--- config.mk ---
export PLATFORM = sky130hd
export DESIGN_NAME = rx_byte_framer_flat
export DESIGN_NICKNAME = d
export VERILOG_FILES = /design/src/rtl/rx_byte_framer_if.sv /design/src/rtl/rx_byte_framer.sv /design/src/flat_wrapper.sv
export SDC_FILE = /design/constraint.sdc
export NUM_CORES = 1
export LEC_CHECK = 0
export ABC_CLOCK_PERIOD_IN_PS = 3600
export CORE_MARGIN = 2
export CORE_UTILIZATION = 60
export CTS_BUF_LIST = sky130_fd_sc_hd__clkbuf_4 sky130_fd_sc_hd__clkbuf_8
export DETAILED_ROUTE_END_ITERATION = 7
export GPL_TIMING_DRIVEN = 0
export PLACE_DENSITY_LB_ADDON = 0.3
export SYNTH_ARGS = -nofsm -noshare
export SYNTH_HDL_FRONTEND = slang
export SYNTH_SLANG_ARGS = --single-unit
--- constraint.sdc ---
create_clock -name clk -period 3.6 [get_ports clk]
set_input_delay 0.72 -clock clk [delete_from_list [all_inputs] [get_ports clk]]
set_output_delay 0.72 -clock clk [all_outputs]
set_load 0.005 [all_outputs]
--- src/rtl/rx_byte_framer_if.sv ---
// rx_byte_framer_if: bundle between the line front end / receiver control and
// the byte framer.
//   d_plus_sync, d_minus_sync : synchronized D+/D- levels       (master -> slave)
//   rcving                    : receive enable                  (master -> slave)
//   d_edge, eop, shift_enable : combinational line status       (slave -> master)
//   rcv_data, byte_received   : registered byte and valid pulse (slave -> master)
interface rx_byte_framer_if;
    logic       d_plus_sync;
    logic       d_minus_sync;
    logic       rcving;
    logic       d_edge;
    logic       eop;
    logic       shift_enable;
    logic [7:0] rcv_data;
    logic       byte_received;

    modport master (
        output d_plus_sync, d_minus_sync, rcving,
        input  d_edge, eop, shift_enable, rcv_data, byte_received
    );

    modport slave (
        input  d_plus_sync, d_minus_sync, rcving,
        output d_edge, eop, shift_enable, rcv_data, byte_received
    );
endinterface

--- src/rtl/rx_byte_framer.sv ---
// rx_byte_framer: USB receive bit timing, NRZI decode, bit unstuffing and
// LSB-first byte assembly.
//   clk   : system clock, rising edge
//   n_rst : asynchronous active-low reset
//   bus   : rx_byte_framer_if.slave (line inputs, rcving, decoded byte out)
// CLKS_PER_BIT must be >= 4 and SAMPLE_POINT < CLKS_PER_BIT.
module rx_byte_framer #(
    parameter int unsigned CLKS_PER_BIT = 8,
    parameter int unsigned SAMPLE_POINT = 3
) (
    input  logic              clk,
    input  logic              n_rst,
    rx_byte_framer_if.slave   bus
);
    localparam int unsigned CNT_W    = $clog2(CLKS_PER_BIT);
    localparam int unsigned ONES_MAX = 6;

    logic [CNT_W-1:0] r_clk_cnt;
    logic [2:0]       r_bit_cnt;
    logic [2:0]       r_ones_cnt;
    logic [7:0]       r_sr;
    logic [7:0]       r_rcv_data;
    logic             r_byte_received;
    logic             r_d_plus_prev;
    logic             r_last_level;

    logic             w_d_edge;
    logic             w_eop;
    logic             w_shift_enable;
    logic             w_bit;
    logic [7:0]       w_sr_next;

    // Line status and sample strobe; an edge on the sample count resyncs instead.
    always_comb begin
        w_d_edge       = bus.d_plus_sync ^ r_d_plus_prev;
        w_eop          = ~bus.d_plus_sync & ~bus.d_minus_sync;
        w_shift_enable = bus.rcving && (r_clk_cnt == CNT_W'(SAMPLE_POINT)) && !w_d_edge;
        // NRZI: no change in level decodes as 1
        w_bit          = (bus.d_plus_sync == r_last_level);
        w_sr_next      = {w_bit, r_sr[7:1]};
    end

    assign bus.d_edge        = w_d_edge;
    assign bus.eop           = w_eop;
    assign bus.shift_enable  = w_shift_enable;
    assign bus.rcv_data      = r_rcv_data;
    assign bus.byte_received = r_byte_received;

    // Bit timer, decoder, unstuffer and byte assembly state.
    always_ff @(posedge clk or negedge n_rst) begin
        if (!n_rst) begin
            r_clk_cnt       <= '0;
            r_bit_cnt       <= '0;
            r_ones_cnt      <= '0;
            r_sr            <= '0;
            r_rcv_data      <= '0;
            r_byte_received <= 1'b0;
            r_d_plus_prev   <= 1'b1;
            r_last_level    <= 1'b1;
        end else begin
            r_d_plus_prev   <= bus.d_plus_sync;
            r_byte_received <= 1'b0;
            if (!bus.rcving) begin
                // Idle: drop any partial byte and return to the J reference level
                r_clk_cnt    <= '0;
                r_bit_cnt    <= '0;
                r_ones_cnt   <= '0;
                r_sr         <= '0;
                r_last_level <= 1'b1;
            end else begin
                if (w_d_edge || (r_clk_cnt == CNT_W'(CLKS_PER_BIT - 1))) begin
                    r_clk_cnt <= '0;
                end else begin
                    r_clk_cnt <= r_clk_cnt + CNT_W'(1);
                end

                if (w_shift_enable) begin
                    r_last_level <= bus.d_plus_sync;
                    if (w_eop) begin
                        // SE0 aborts the byte in progress
                        r_bit_cnt  <= '0;
                        r_ones_cnt <= '0;
                    end else if (r_ones_cnt == 3'(ONES_MAX)) begin
                        // Stuffed bit after six 1s: discard
                        r_ones_cnt <= '0;
                    end else begin
                        r_sr       <= w_sr_next;
                        r_ones_cnt <= w_bit ? (r_ones_cnt + 3'd1) : 3'd0;
                        if (r_bit_cnt == 3'd7) begin
                            r_bit_cnt       <= '0;
                            r_rcv_data      <= w_sr_next;
                            r_byte_received <= 1'b1;
                        end else begin
                            r_bit_cnt <= r_bit_cnt + 3'd1;
                        end
                    end
                end
            end
        end
    end
endmodule

--- src/flat_wrapper.sv ---
// flat-port wrapper written by rule: the top's interface ports become plain ports
module rx_byte_framer_flat 
#(
    parameter int unsigned CLKS_PER_BIT = 8,
    parameter int unsigned SAMPLE_POINT = 3
)
  (clk, n_rst, bus_d_plus_sync, bus_d_minus_sync, bus_rcving, bus_d_edge, bus_eop, bus_shift_enable, bus_rcv_data, bus_byte_received);
  rx_byte_framer_if bus_i ();
  input  logic clk;
  input  logic n_rst;
  input wire logic [$bits(bus_i.d_plus_sync)-1:0] bus_d_plus_sync;
  input wire logic [$bits(bus_i.d_minus_sync)-1:0] bus_d_minus_sync;
  input wire logic [$bits(bus_i.rcving)-1:0] bus_rcving;
  output wire logic [$bits(bus_i.d_edge)-1:0] bus_d_edge;
  output wire logic [$bits(bus_i.eop)-1:0] bus_eop;
  output wire logic [$bits(bus_i.shift_enable)-1:0] bus_shift_enable;
  output wire logic [$bits(bus_i.rcv_data)-1:0] bus_rcv_data;
  output wire logic [$bits(bus_i.byte_received)-1:0] bus_byte_received;
  assign bus_i.d_plus_sync = bus_d_plus_sync;
  assign bus_i.d_minus_sync = bus_d_minus_sync;
  assign bus_i.rcving = bus_rcving;
  assign bus_d_edge = bus_i.d_edge;
  assign bus_eop = bus_i.eop;
  assign bus_shift_enable = bus_i.shift_enable;
  assign bus_rcv_data = bus_i.rcv_data;
  assign bus_byte_received = bus_i.byte_received;
  rx_byte_framer #(.CLKS_PER_BIT(CLKS_PER_BIT), .SAMPLE_POINT(SAMPLE_POINT)) u_core (.clk(clk), .n_rst(n_rst), .bus(bus_i));
endmodule
==> run_results.csv <==
group,metric,value,unit
drt,post_drt_wl_per_cell,13.8,um
yosys,synth_ff_type,"dfrtp_1",
power_and_ir_drop,power_frac_clock,26.8,%
sta,timing.final.crit_share,84.9,%
drt,routed_via_density,5.58,
setup_path,cp-end-kind,"primary output",
floorplan,die_h,50.1,um
place,dpl_worst_slack,0.549,ns
global_routing,grt_pass1_wl,3830,um
floorplan,rows,16,
floorplan,dieArea,2510,sq um
clocking,clkSinkCount,27,
yosys,async_reset_ff_share,100,%
power_and_ir_drop,power.internal,0.364,mW
worst_hold_path,hold_depth,1,
global_routing,antenna_found_initial,0,
sta,fmax,0.327,GHz
global_routing,grt_max_degree,28,
yosys,ys_ff_latch,27,
clocking,htreeDepth,1,
sta,clock_skew,0.00765,ns
drt,first_pass_iters,4,
worst_hold_path,hold_end,"u_core.r_clk_cnt[0]$_DFF_PN0_",
power_and_ir_drop,ir_drop,267,uV
floorplan,coreArea,1980,sq um
setup_path,cpMostUsedCell,"clkdlybuf4s50_1",
yosys,synth_top_area_cell,"dfrtp_1",
setup_path,critPathArrivalTime,2.34,ns
place,io_buffers,16,
clocking,cts_hold_buf,0,
yosys,synth.avg_cell_area,11.6,sq um
place,routabilityCongestion,0.840,
drt,drc_errors,0,
yosys,synth_cells,110,
power_and_ir_drop,combPwrFrac,7.8,%
outcome,status,"finished, final reports clean",
setup_path,critical_path.cell_chain,"clkdlybuf4s50_1, buf_6, xnor2_4, nand3_2, inv_1, clkdlybuf4s50_1",
worst_hold_path,hold_class,"reg -> reg",
clocking,clockBufferDepth,2,
sta,finalHoldViolCount,0,
sta,slew_headroom,21.7,%
setup_path,startpoint_type,"primary input",
global_routing,track_usage,20.1,%
sta,period_needed,3.06,ns
power_and_ir_drop,p_switching,0.108,mW
clocking,clk_pin_slew,0.13,ns
layout,area_growth,17.4,%
layout,fill_cells,141,
layout,nets,143,
clocking,clk-insertion-delay-late,0.32,ns
global_routing,grt_pass1_vias,916,
setup_path,cp_top_family,"buffers and inverters",
layout,design_area,1500,sq um
sta,finalSetupTns,0,ns
yosys,syn_area,1270,sq um
setup_path,crit_path_top_delay_cell,"clkdlybuf4s50_1",
floorplan,io_pins,17,
layout,diodes,0,
yosys,synth_top_area_share,49.1,%
setup_path,r2r_slack,1.41,ns
power_and_ir_drop,swShare,22.9,%
place,dp_hpwl,1600,um
layout,drive_above_1_share,14.6,%
job,maxCapViolCount,0,
clocking,cts_setup_buffers,0,
clocking,cts_resized,0,
place,dpl.cell_count,153,
setup_path,required,2.88,ns
sta,setup_viol_count_final,0,
drt,vias,876,
drt,first_iter_violations,15,
setup_path,path_buf_inv,4,
sta,grt_setup_unrepaired,"false",
floorplan,die_w,50.1,um
yosys,synth_cell_type_count,25,
worst_hold_path,hp-start,"u_core.r_clk_cnt[0]$_DFF_PN0_",
power_and_ir_drop,p_per_area,316,nW/um^2
clocking,cts_tree,"done",
setup_path,reg2reg_to,"u_core.bus.rcv_data[3]$_DFFE_PN0P_",
power_and_ir_drop,p_leak,0.712,nW
global_routing,grt-ovfl-total,0,
sta,slew_violations,0,
yosys,synthesis.nets,122,
yosys,yosysSeqAreaShare,53.2,%
setup_path,rr_worst_depth,5,
yosys,synth_enable_flop_cells,0,
drt,drt-total-wl,2170,um
yosys,yosys_warnings,0,
setup_path,startpoint,"bus_d_plus_sync",
clocking,cts_made_buffers,3,
sta,worst_pin_slew,1.17,ns
setup_path,r2r_start,"u_core.r_clk_cnt[0]$_DFF_PN0_",
yosys,synth_area_leaders,"dfrtp_1, ha_1, mux2_2",
layout,finalNonFillerCells,157,
place,placed_cell_area,1470,sq um
power_and_ir_drop,seq_power_share,65.4,%
setup_path,path_max_fanout,9,
setup_path,max_stage_delay,0.50,ns
drt,ant_nets,0,
sta,worst_slack,0.543,ns
setup_path,crit_type,"in -> out",
floorplan,start_util,64.3,%
clocking,root_buffer,"clkbuf_4",
layout,fin_util,75.4,%
-- placed cells by master, fill, tap and decap left out --
master,synthesis,routed
xnor2_1,1,1
ha_1,7,7
or3b_2,2,2
mux2_1,2,2
nor2_1,1,1
clkinv_2,0,1
nor3_1,3,3
clkbuf_1,2,2
buf_6,1,1
o31ai_1,1,1
clkbuf_4,0,3
nor3b_1,1,1
nand2b_1,3,3
clkdlybuf4s50_1,0,16
o21ai_0,6,6
dfstp_2,2,2
o22ai_1,3,3
a21oi_1,3,3
nand2_1,20,20
xnor2_4,1,1
mux2_2,7,7
nand3_2,1,1
and2_1,1,1
nor4_4,1,1
dfrtp_1,25,25
inv_1,4,4
nand3_1,6,6
mux2i_1,6,6
-- cells in the mapped netlist, drive strengths merged (3+ instances only) --
library cell	n
dfrtp	25
nand2	20
mux2	9
ha	7
nand3	7
mux2i	6
o21ai	6
inv	4
a21oi	3
nand2b	3
nor3	3
o22ai	3
-- registers in the layout (all words and copies together) (netlist names) --
register and flops:
u_core.r_clk_cnt 3, u_core.bus.byte_received 1, u_core.r_d_plus_prev 1, u_core.r_ones_cnt 3
u_core.bus.rcv_data 8, u_core.r_last_level 1, u_core.r_bit_cnt 3, u_core.r_sr 7
-- power groups by stage --
stage	Sequential [mW]	Clock, mW	Combinational, mW
after floorplan	0.314	0	0.0186
after global placement	0.314	0	0.0361
after detailed placement	0.315	0	0.0370
after CTS	0.309	0.132	0.0370
after global routing	0.309	0.142	0.0415
final	0.309	0.127	0.0367
-- worst max-delay path by stage --
stage,to,slack [ns],cells past startpoint
after floorplan,u_core.bus.rcv_data[2]$_DFFE_PN0P_,1.40,5
after global placement,bus_shift_enable,0.55,6
after detailed placement,bus_shift_enable,0.55,6
after CTS,bus_shift_enable,0.54,6
after global routing,bus_shift_enable,0.45,6
final,bus_shift_enable,0.54,6
-- layout make-up --
class,instances,area (sq um),share of cell area [%]
multi-input cells,76,562,37.6
inverters,4,15.0,1.00
clock inverters,1,5.00,0.335
well taps,27,33.8,2.26
repair buffers,16,160,10.7
plain buffers,3,18.8,1.26
flip-flops and latches,27,678,45.4
clock buffers,3,22.5,1.51
-- stage by stage --
step                power (mW)  hold WS, ns
floorplan                0.333        0.415
global placement         0.350        0.429
detailed placement       0.351        0.442
CTS                      0.478        0.461
global route             0.493        0.480
finish                   0.472        0.458
-- per-layer routing --
layer | GRT usage, % | wire (um) | vias to the layer above
met5 | 0 | 0 | -
met4 | 8.33 | 0 | 0
met3 | 2.73 | 79 | 0
met2 | 33.8 | 1060 | 21
met1 | 25.9 | 1030 | 429
li1 | - | - | 426
-- kinds of logic (layout without fill, tap and decap cells) --
kind of cell / after synthesis / count (layout) / share of synthesized area, %
DFF: 27 / 27 / 53.2
AOI/OAI and AO/OA: 13 / 13 / 5.60
buffers and inverters: 7 / 27 / 2.65
adders and majority gates: 7 / 7 / 6.88
and+or+nand+nor: 39 / 39 / 16.1
muxes: 15 / 15 / 12.7
xor gates and xnor gates: 2 / 2 / 2.85
(Power assumes the default switching activity.)
